==> config.mk <==
export PLATFORM = sky130hd
export DESIGN_NAME = pwm_capture
export DESIGN_NICKNAME = d
export VERILOG_FILES = /design/src/rtl/pwm_capture.sv
export SDC_FILE = /design/constraint.sdc
export NUM_CORES = 1
export LEC_CHECK = 0
export ABC_AREA = 1
export ABC_CLOCK_PERIOD_IN_PS = 3400
export CAP_MARGIN = 20
export CORE_MARGIN = 2
export CORE_UTILIZATION = 55
export CTS_CLUSTER_SIZE = 40
export DETAILED_ROUTE_END_ITERATION = 10
export HOLD_SLACK_MARGIN = 0.1
export PLACE_DENSITY = 0.76
export SYNTH_ARGS = -nofsm -noshare
export SYNTH_HDL_FRONTEND = slang
export SYNTH_SLANG_ARGS = --single-unit
==> constraint.sdc <==
create_clock -name clk -period 3.4 [get_ports clk]
set_input_delay 0.68 -clock clk [delete_from_list [all_inputs] [get_ports clk]]
set_output_delay 0.68 -clock clk [all_outputs]
set_load 0.1 [all_outputs]
==> src/rtl/pwm_capture.sv <==
`default_nettype none
// ============================================================================
// Module      : pwm_capture
// Description : Measures the period and high time of an asynchronous PWM
//               waveform in clk cycles. A measurement is taken between two
//               consecutive rising edges of the synchronized input. If no
//               edge arrives before the period counter saturates, a timeout
//               measurement is reported with meas_ovf set.
// Revision    : 1.0 - initial release
// ----------------------------------------------------------------------------
// Parameters
//   WIDTH        width of the cycle counters and measurement outputs
// Ports
//   clk          sole clock, rising edge
//   rst          synchronous active-high reset
//   pwm_in       asynchronous PWM input
//   cfg_en       capture enable; low forces the IDLE state
//   meas_period  clk cycles between the last two rising edges
//   meas_high    clk cycles pwm_in was high within that period
//   meas_valid   one-cycle strobe; measurement outputs update on this cycle
//   meas_ovf     measurement came from a timeout rather than an edge
// ============================================================================
module pwm_capture #(
  parameter int WIDTH = 10
) (
  input  logic             clk,
  input  logic             rst,
  input  logic             pwm_in,
  input  logic             cfg_en,
  output logic [WIDTH-1:0] meas_period,
  output logic [WIDTH-1:0] meas_high,
  output logic             meas_valid,
  output logic             meas_ovf
);

  localparam logic [WIDTH-1:0] CNT_MAX  = {WIDTH{1'b1}};
  localparam logic [WIDTH-1:0] CNT_ONE  = {{(WIDTH-1){1'b0}}, 1'b1};
  localparam logic [WIDTH-1:0] CNT_ZERO = {WIDTH{1'b0}};

  typedef enum logic [1:0] {
    IDLE  = 2'd0,
    ARM   = 2'd1,
    RUN   = 2'd2,
    STALL = 2'd3
  } state_t;

  // --------------------------------------------------------------------------
  // Input synchronizer and edge detector
  // --------------------------------------------------------------------------
  logic sync1_q, sync1_d;
  logic s_q,     s_d;       // synchronized pwm_in
  logic s_dly_q, s_dly_d;   // s delayed by one cycle
  logic rise;

  always_comb begin
    sync1_d = pwm_in;
    s_d     = sync1_q;
    s_dly_d = s_q;
  end

  assign rise = s_q & ~s_dly_q;

  // --------------------------------------------------------------------------
  // FSM, counters and capture stage
  // --------------------------------------------------------------------------
  state_t           state_q,     state_d;
  logic [WIDTH-1:0] cnt_per_q,   cnt_per_d;
  logic [WIDTH-1:0] cnt_hi_q,    cnt_hi_d;
  logic [WIDTH-1:0] cnt_per_inc;
  logic [WIDTH-1:0] cnt_hi_inc;

  // The capture stage holds a completed measurement for one cycle before it
  // reaches the outputs, which sets the edge-to-strobe latency.
  logic             cap_valid_q, cap_valid_d;
  logic [WIDTH-1:0] cap_per_q,   cap_per_d;
  logic [WIDTH-1:0] cap_hi_q,    cap_hi_d;
  logic             cap_ovf_q,   cap_ovf_d;

  // Saturating increments: counters stick at CNT_MAX instead of wrapping.
  assign cnt_per_inc = (cnt_per_q == CNT_MAX) ? CNT_MAX : cnt_per_q + CNT_ONE;
  assign cnt_hi_inc  = (cnt_hi_q  == CNT_MAX) ? CNT_MAX : cnt_hi_q  + CNT_ONE;

  always_comb begin
    state_d     = state_q;
    cnt_per_d   = cnt_per_q;
    cnt_hi_d    = cnt_hi_q;
    cap_valid_d = 1'b0;
    cap_per_d   = cap_per_q;
    cap_hi_d    = cap_hi_q;
    cap_ovf_d   = cap_ovf_q;

    if (!cfg_en) begin
      // Disabling aborts any measurement in progress without a strobe.
      state_d   = IDLE;
      cnt_per_d = CNT_ZERO;
      cnt_hi_d  = CNT_ZERO;
    end else begin
      case (state_q)
        IDLE: begin
          state_d   = ARM;
          cnt_per_d = CNT_ZERO;
          cnt_hi_d  = CNT_ZERO;
        end

        // The first edge after arming (or after a timeout) only starts a
        // period; there is nothing to report yet.
        ARM, STALL: begin
          if (rise) begin
            state_d   = RUN;
            cnt_per_d = CNT_ONE;
            cnt_hi_d  = CNT_ONE;
          end
        end

        RUN: begin
          if (rise) begin
            // An edge takes priority over a simultaneous saturation.
            cap_valid_d = 1'b1;
            cap_per_d   = cnt_per_q;
            cap_hi_d    = cnt_hi_q;
            cap_ovf_d   = 1'b0;
            cnt_per_d   = CNT_ONE;
            cnt_hi_d    = CNT_ONE;
          end else if (cnt_per_q == CNT_MAX) begin
            // Timeout: report a saturated period; the high time is either
            // all of it or none of it depending on the current level.
            cap_valid_d = 1'b1;
            cap_per_d   = CNT_MAX;
            cap_hi_d    = s_q ? CNT_MAX : CNT_ZERO;
            cap_ovf_d   = 1'b1;
            state_d     = STALL;
          end else begin
            cnt_per_d = cnt_per_inc;
            if (s_q) begin
              cnt_hi_d = cnt_hi_inc;
            end
          end
        end

        default: begin
          state_d   = IDLE;
          cnt_per_d = CNT_ZERO;
          cnt_hi_d  = CNT_ZERO;
        end
      endcase
    end
  end

  // --------------------------------------------------------------------------
  // Output registers: update only when a capture is presented.
  // --------------------------------------------------------------------------
  logic [WIDTH-1:0] meas_period_q, meas_period_d;
  logic [WIDTH-1:0] meas_high_q,   meas_high_d;
  logic             meas_valid_q,  meas_valid_d;
  logic             meas_ovf_q,    meas_ovf_d;

  always_comb begin
    meas_valid_d  = cap_valid_q;
    meas_period_d = meas_period_q;
    meas_high_d   = meas_high_q;
    meas_ovf_d    = meas_ovf_q;
    if (cap_valid_q) begin
      meas_period_d = cap_per_q;
      meas_high_d   = cap_hi_q;
      meas_ovf_d    = cap_ovf_q;
    end
  end

  // --------------------------------------------------------------------------
  // State registers. Reset clears the whole pipeline so that no strobe can
  // emerge on the reset cycle or the one after it.
  // --------------------------------------------------------------------------
  always_ff @(posedge clk) begin
    if (rst) begin
      sync1_q       <= 1'b0;
      s_q           <= 1'b0;
      s_dly_q       <= 1'b0;
      state_q       <= IDLE;
      cnt_per_q     <= CNT_ZERO;
      cnt_hi_q      <= CNT_ZERO;
      cap_valid_q   <= 1'b0;
      cap_per_q     <= CNT_ZERO;
      cap_hi_q      <= CNT_ZERO;
      cap_ovf_q     <= 1'b0;
      meas_period_q <= CNT_ZERO;
      meas_high_q   <= CNT_ZERO;
      meas_valid_q  <= 1'b0;
      meas_ovf_q    <= 1'b0;
    end else begin
      sync1_q       <= sync1_d;
      s_q           <= s_d;
      s_dly_q       <= s_dly_d;
      state_q       <= state_d;
      cnt_per_q     <= cnt_per_d;
      cnt_hi_q      <= cnt_hi_d;
      cap_valid_q   <= cap_valid_d;
      cap_per_q     <= cap_per_d;
      cap_hi_q      <= cap_hi_d;
      cap_ovf_q     <= cap_ovf_d;
      meas_period_q <= meas_period_d;
      meas_high_q   <= meas_high_d;
      meas_valid_q  <= meas_valid_d;
      meas_ovf_q    <= meas_ovf_d;
    end
  end

  assign meas_period = meas_period_q;
  assign meas_high   = meas_high_q;
  assign meas_valid  = meas_valid_q;
  assign meas_ovf    = meas_ovf_q;

endmodule
`default_nettype wire

==> reports/results.tsv <==
stage	metric	value	unit
outcome	status	completed	
routing	routed wire length	6.450	mm
logic_synthesis	distinct cell type count after synthesis	27	
critical_path	CP Class	reg2out	
hold_path	HP Class	reg2reg	
logic_synthesis	Yosys top cell by area	dfxtp_1	
die	core box area	0.005540	sq mm
cells_and_area	Area growth syn-to-layout	15.56	%
critical_path	CP max stage cell	clkdlybuf4s50_1	
pwr	clock power share	45.6	%
run	max cap viols	0	
logic_synthesis	Synth Register Bits	69	
grt	first-pass GRT wire length	11.26	mm
die	Die Y	79.79	um
logic_synthesis	sequential area share after synthesis	43.72	%
cts	Root Buffer	clkbuf_8	
critical_path	Crit path buffers/inverters	1	
logic_synthesis	combinational family with the most area after synthesis	simple AND/OR/NAND/NOR gates	
logic_synthesis	Mean Syn Cell Area	7.100	sq um
placement	pre-CTS setup slack	0.8403	ns
logic_synthesis	post-synthesis cell count	445	
grt	vias in the first global route	2531	
logic_synthesis	fraction of synthesized area in multiplexers	0	%
grt	initial antenna violation count	0	
routing	First DRT Iteration DRCs	116	
sta	skew final	0.007415	ns
critical_path	crit path DAT	1.83	ns
logic_synthesis	YS warnings	0	
sta	Max Transition Viols Final	0	
sta	Final setup viols	0	
cts	hold buffer count at cts	0	
logic_synthesis	post-synthesis simple-gate area fraction	34.02	%
cts	Inserted Clock Buffers	9	
sta	endpoints failing hold	0	
cts	H-tree depth	3	
cells_and_area	Diodes inserted	0	
critical_path	crit-path max FO	2	
critical_path	Setup crit start kind	flop	
sta	relative slew slack	35.14	%
critical_path	CP peak stage delay	1.13	ns
logic_synthesis	Compound-Gate Fraction of Synth Area	12.95	%
critical_path	CP top delay family	buffers and inverters	
die	die area	0.006366	sq mm
cts	clk sinks	69	
pwr	Seq pwr share	50.2	%
cells_and_area	Final nets	472	
pwr	Sw Ratio	23.57	%
cts	clock buffer depth	2	
logic_synthesis	syn_nets	451	
die	Initial Util	57.02	%
cts	clock-pin slew on the worst setup and hold paths	0.08	ns
sta	RSZ-0062 raised after global routing	false	
pwr	Pint	1.252	mW
die	I/O pins	26	
pwr	Pwr Density	448.7	mW/mm^2
pwr	Pleak	1.502	nW
routing	number of remaining DRC errors	0	
logic_synthesis	Synth top area share	43.72	%
routing	vias	2777	
sta	max frequency	399.1	MHz
critical_path	critical path endpoint category	primary output	
cts	CTS tree	yes	
sta	final worst-path cycle share	73.70	%
cells_and_area	share of cells above drive strength 1	12.53	%
grt	GR Overflow Total	0	
placement	HPWL Detailed	4.300	mm
cts	Setup Buffers After CTS	0	
critical_path	CP Cell Sequence	clkdlybuf4s50_1	
die	row cnt	27	
cts	Resize count post-CTS	0	
logic_synthesis	Area contributors post-synth	dfxtp_1 (44%), nor2_1 (9.1%), nand2_1 (8.8%)	
sta	fin worst setup slack	0.8942	ns
die	DIE WIDTH	79.79	um
grt	largest net degree at the start of global routing	33	
placement	IO buf count	25	
placement	GPL Wtd Cong	0.8882	
routing	Avg Vias per Cell	5.114	
sta	Worst Tran Pin Value	0.9699	ns
pwr	Peak supply drop	0.2668	mV
sta	TNS Setup	0	ns
placement	Area after DPL	0.003428	sq mm
pwr	switching power total	0.3861	mW
cells_and_area	final instance area	0.003651	sq mm
pwr	logic gate share of total power	4.3	%
grt	gr usage total	22.36	%
logic_synthesis	Post-Synth XOR/XNOR Area	0.5545	%
routing	DR WL/cell	11.88	um
routing	TritonRoute pass-1 iters	4	
logic_synthesis	Synth Area in Adders	0.7921	%
logic_synthesis	mapped cell area	0.003159	sq mm
cts	clk_lat worst skew	0.35	ns
sta	minimum clock period	2.506	ns
critical_path	CP required	2.72	ns
routing	DRT antenna net count	0	
power groups by stage:
stage | Sequential (mW) | Clock, mW | Combinational, mW
2_1_floorplan | 0.838 | 0 | 0.0575
3_3_place_gp | 0.840 | 0 | 0.0687
3_5_place_dp | 0.841 | 0 | 0.0697
4_1_cts | 0.822 | 0.757 | 0.0701
5_1_grt | 0.823 | 0.796 | 0.0794
6_report | 0.822 | 0.746 | 0.0699
cells in the mapped netlist:
library cell   n
nor2_4         4
nor3_1         3
nand2_1       74
or2_2          4
xor2_1         2
buf_4          1
dfxtp_1       69
nand2_4        2
a31oi_1        1
o21ai_0       42
o21ai_1       10
a21oi_1       27
nand2_2        6
inv_2          4
a211oi_1       1
buf_1          2
buf_12         1
ha_1           2
nor2_2        18
nand3_2        1
nand4_1        8
clkbuf_1      11
nor2_1        77
nand3_1       31
nand3_4        2
buf_2          2
inv_1         40
worst paths after layout:
check | cells after the start | end | slack, ns | from
max | 1 | meas_period[0] | 0.89 | meas_period[0]
min | 2 | s_dly_d | 0.41 | s_d
max reg2reg | 8 | cap_per_q[9] | 1.31 | state_q[1]
min reg2reg | 2 | s_dly_d | 0.41 | s_d
cell families (layout without fill, tap and decap cells):
| group | Yosys count | in the layout |
|---|---|---|
| compound gates | 81 | 81 |
| xor+xnor | 2 | 2 |
| fa+ha+maj | 2 | 2 |
| buf+inv | 61 | 87 |
| flops | 69 | 69 |
| simple gates | 230 | 230 |
state kept, by name (all words and copies together) (netlist names), 2 cells and up:
name,flops
meas_period,10
cnt_hi_q,10
meas_high,10
cap_hi_q,10
state_q,2
cap_per_q,10
cnt_per_q,10
layout by cell type, fill, tap and decap left out, drive strengths merged:
master / n
nand3: 34
nor3: 3
nor2: 99
a31oi: 1
dfxtp: 69
or2: 4
clkinvlp: 1
bufinv: 2
ha: 2
inv: 45
clkdlybuf4s50: 25
nand2: 82
a21oi: 27
a211oi: 1
nand4: 8
buf: 2
xor2: 2
o21ai: 52
clkbuf: 9
clkinv: 3
metal layers:
metal	part of all wire, %	routed length (um)	up-vias	global-route usage, %
li1	-	-	1471	-
met1	52	3351	1234	30.98
met5	0	0	-	0
met4	1.5	99	0	11.53
met2	42	2728	60	33.28
met3	4.2	270	12	3.959
per-stage QoR:
step                hold WS [ns]  power [mW]  cells  util, %
finish                    0.4054       1.638    543    65.90
global route              0.4566       1.698    543    65.90
CTS                       0.4140       1.649    543    65.90
detailed placement        0.4005      0.9104    527    61.88
global placement          0.3942      0.9091    527    61.88
floorplan                 0.3883      0.8955    445        -
cell type report:
cell class / count / area (sq um)
sequential: 69 / 1381
multi-input combinational: 315 / 1526
tap: 72 / 90.09
inverter: 44 / 165.2
timing repair buffer: 27 / 265.3
clock buffer: 9 / 123.9
clock inverter: 7 / 98.84
fill: 496 / 1889
No activity file was read; power rests on OpenSTA's default activity.
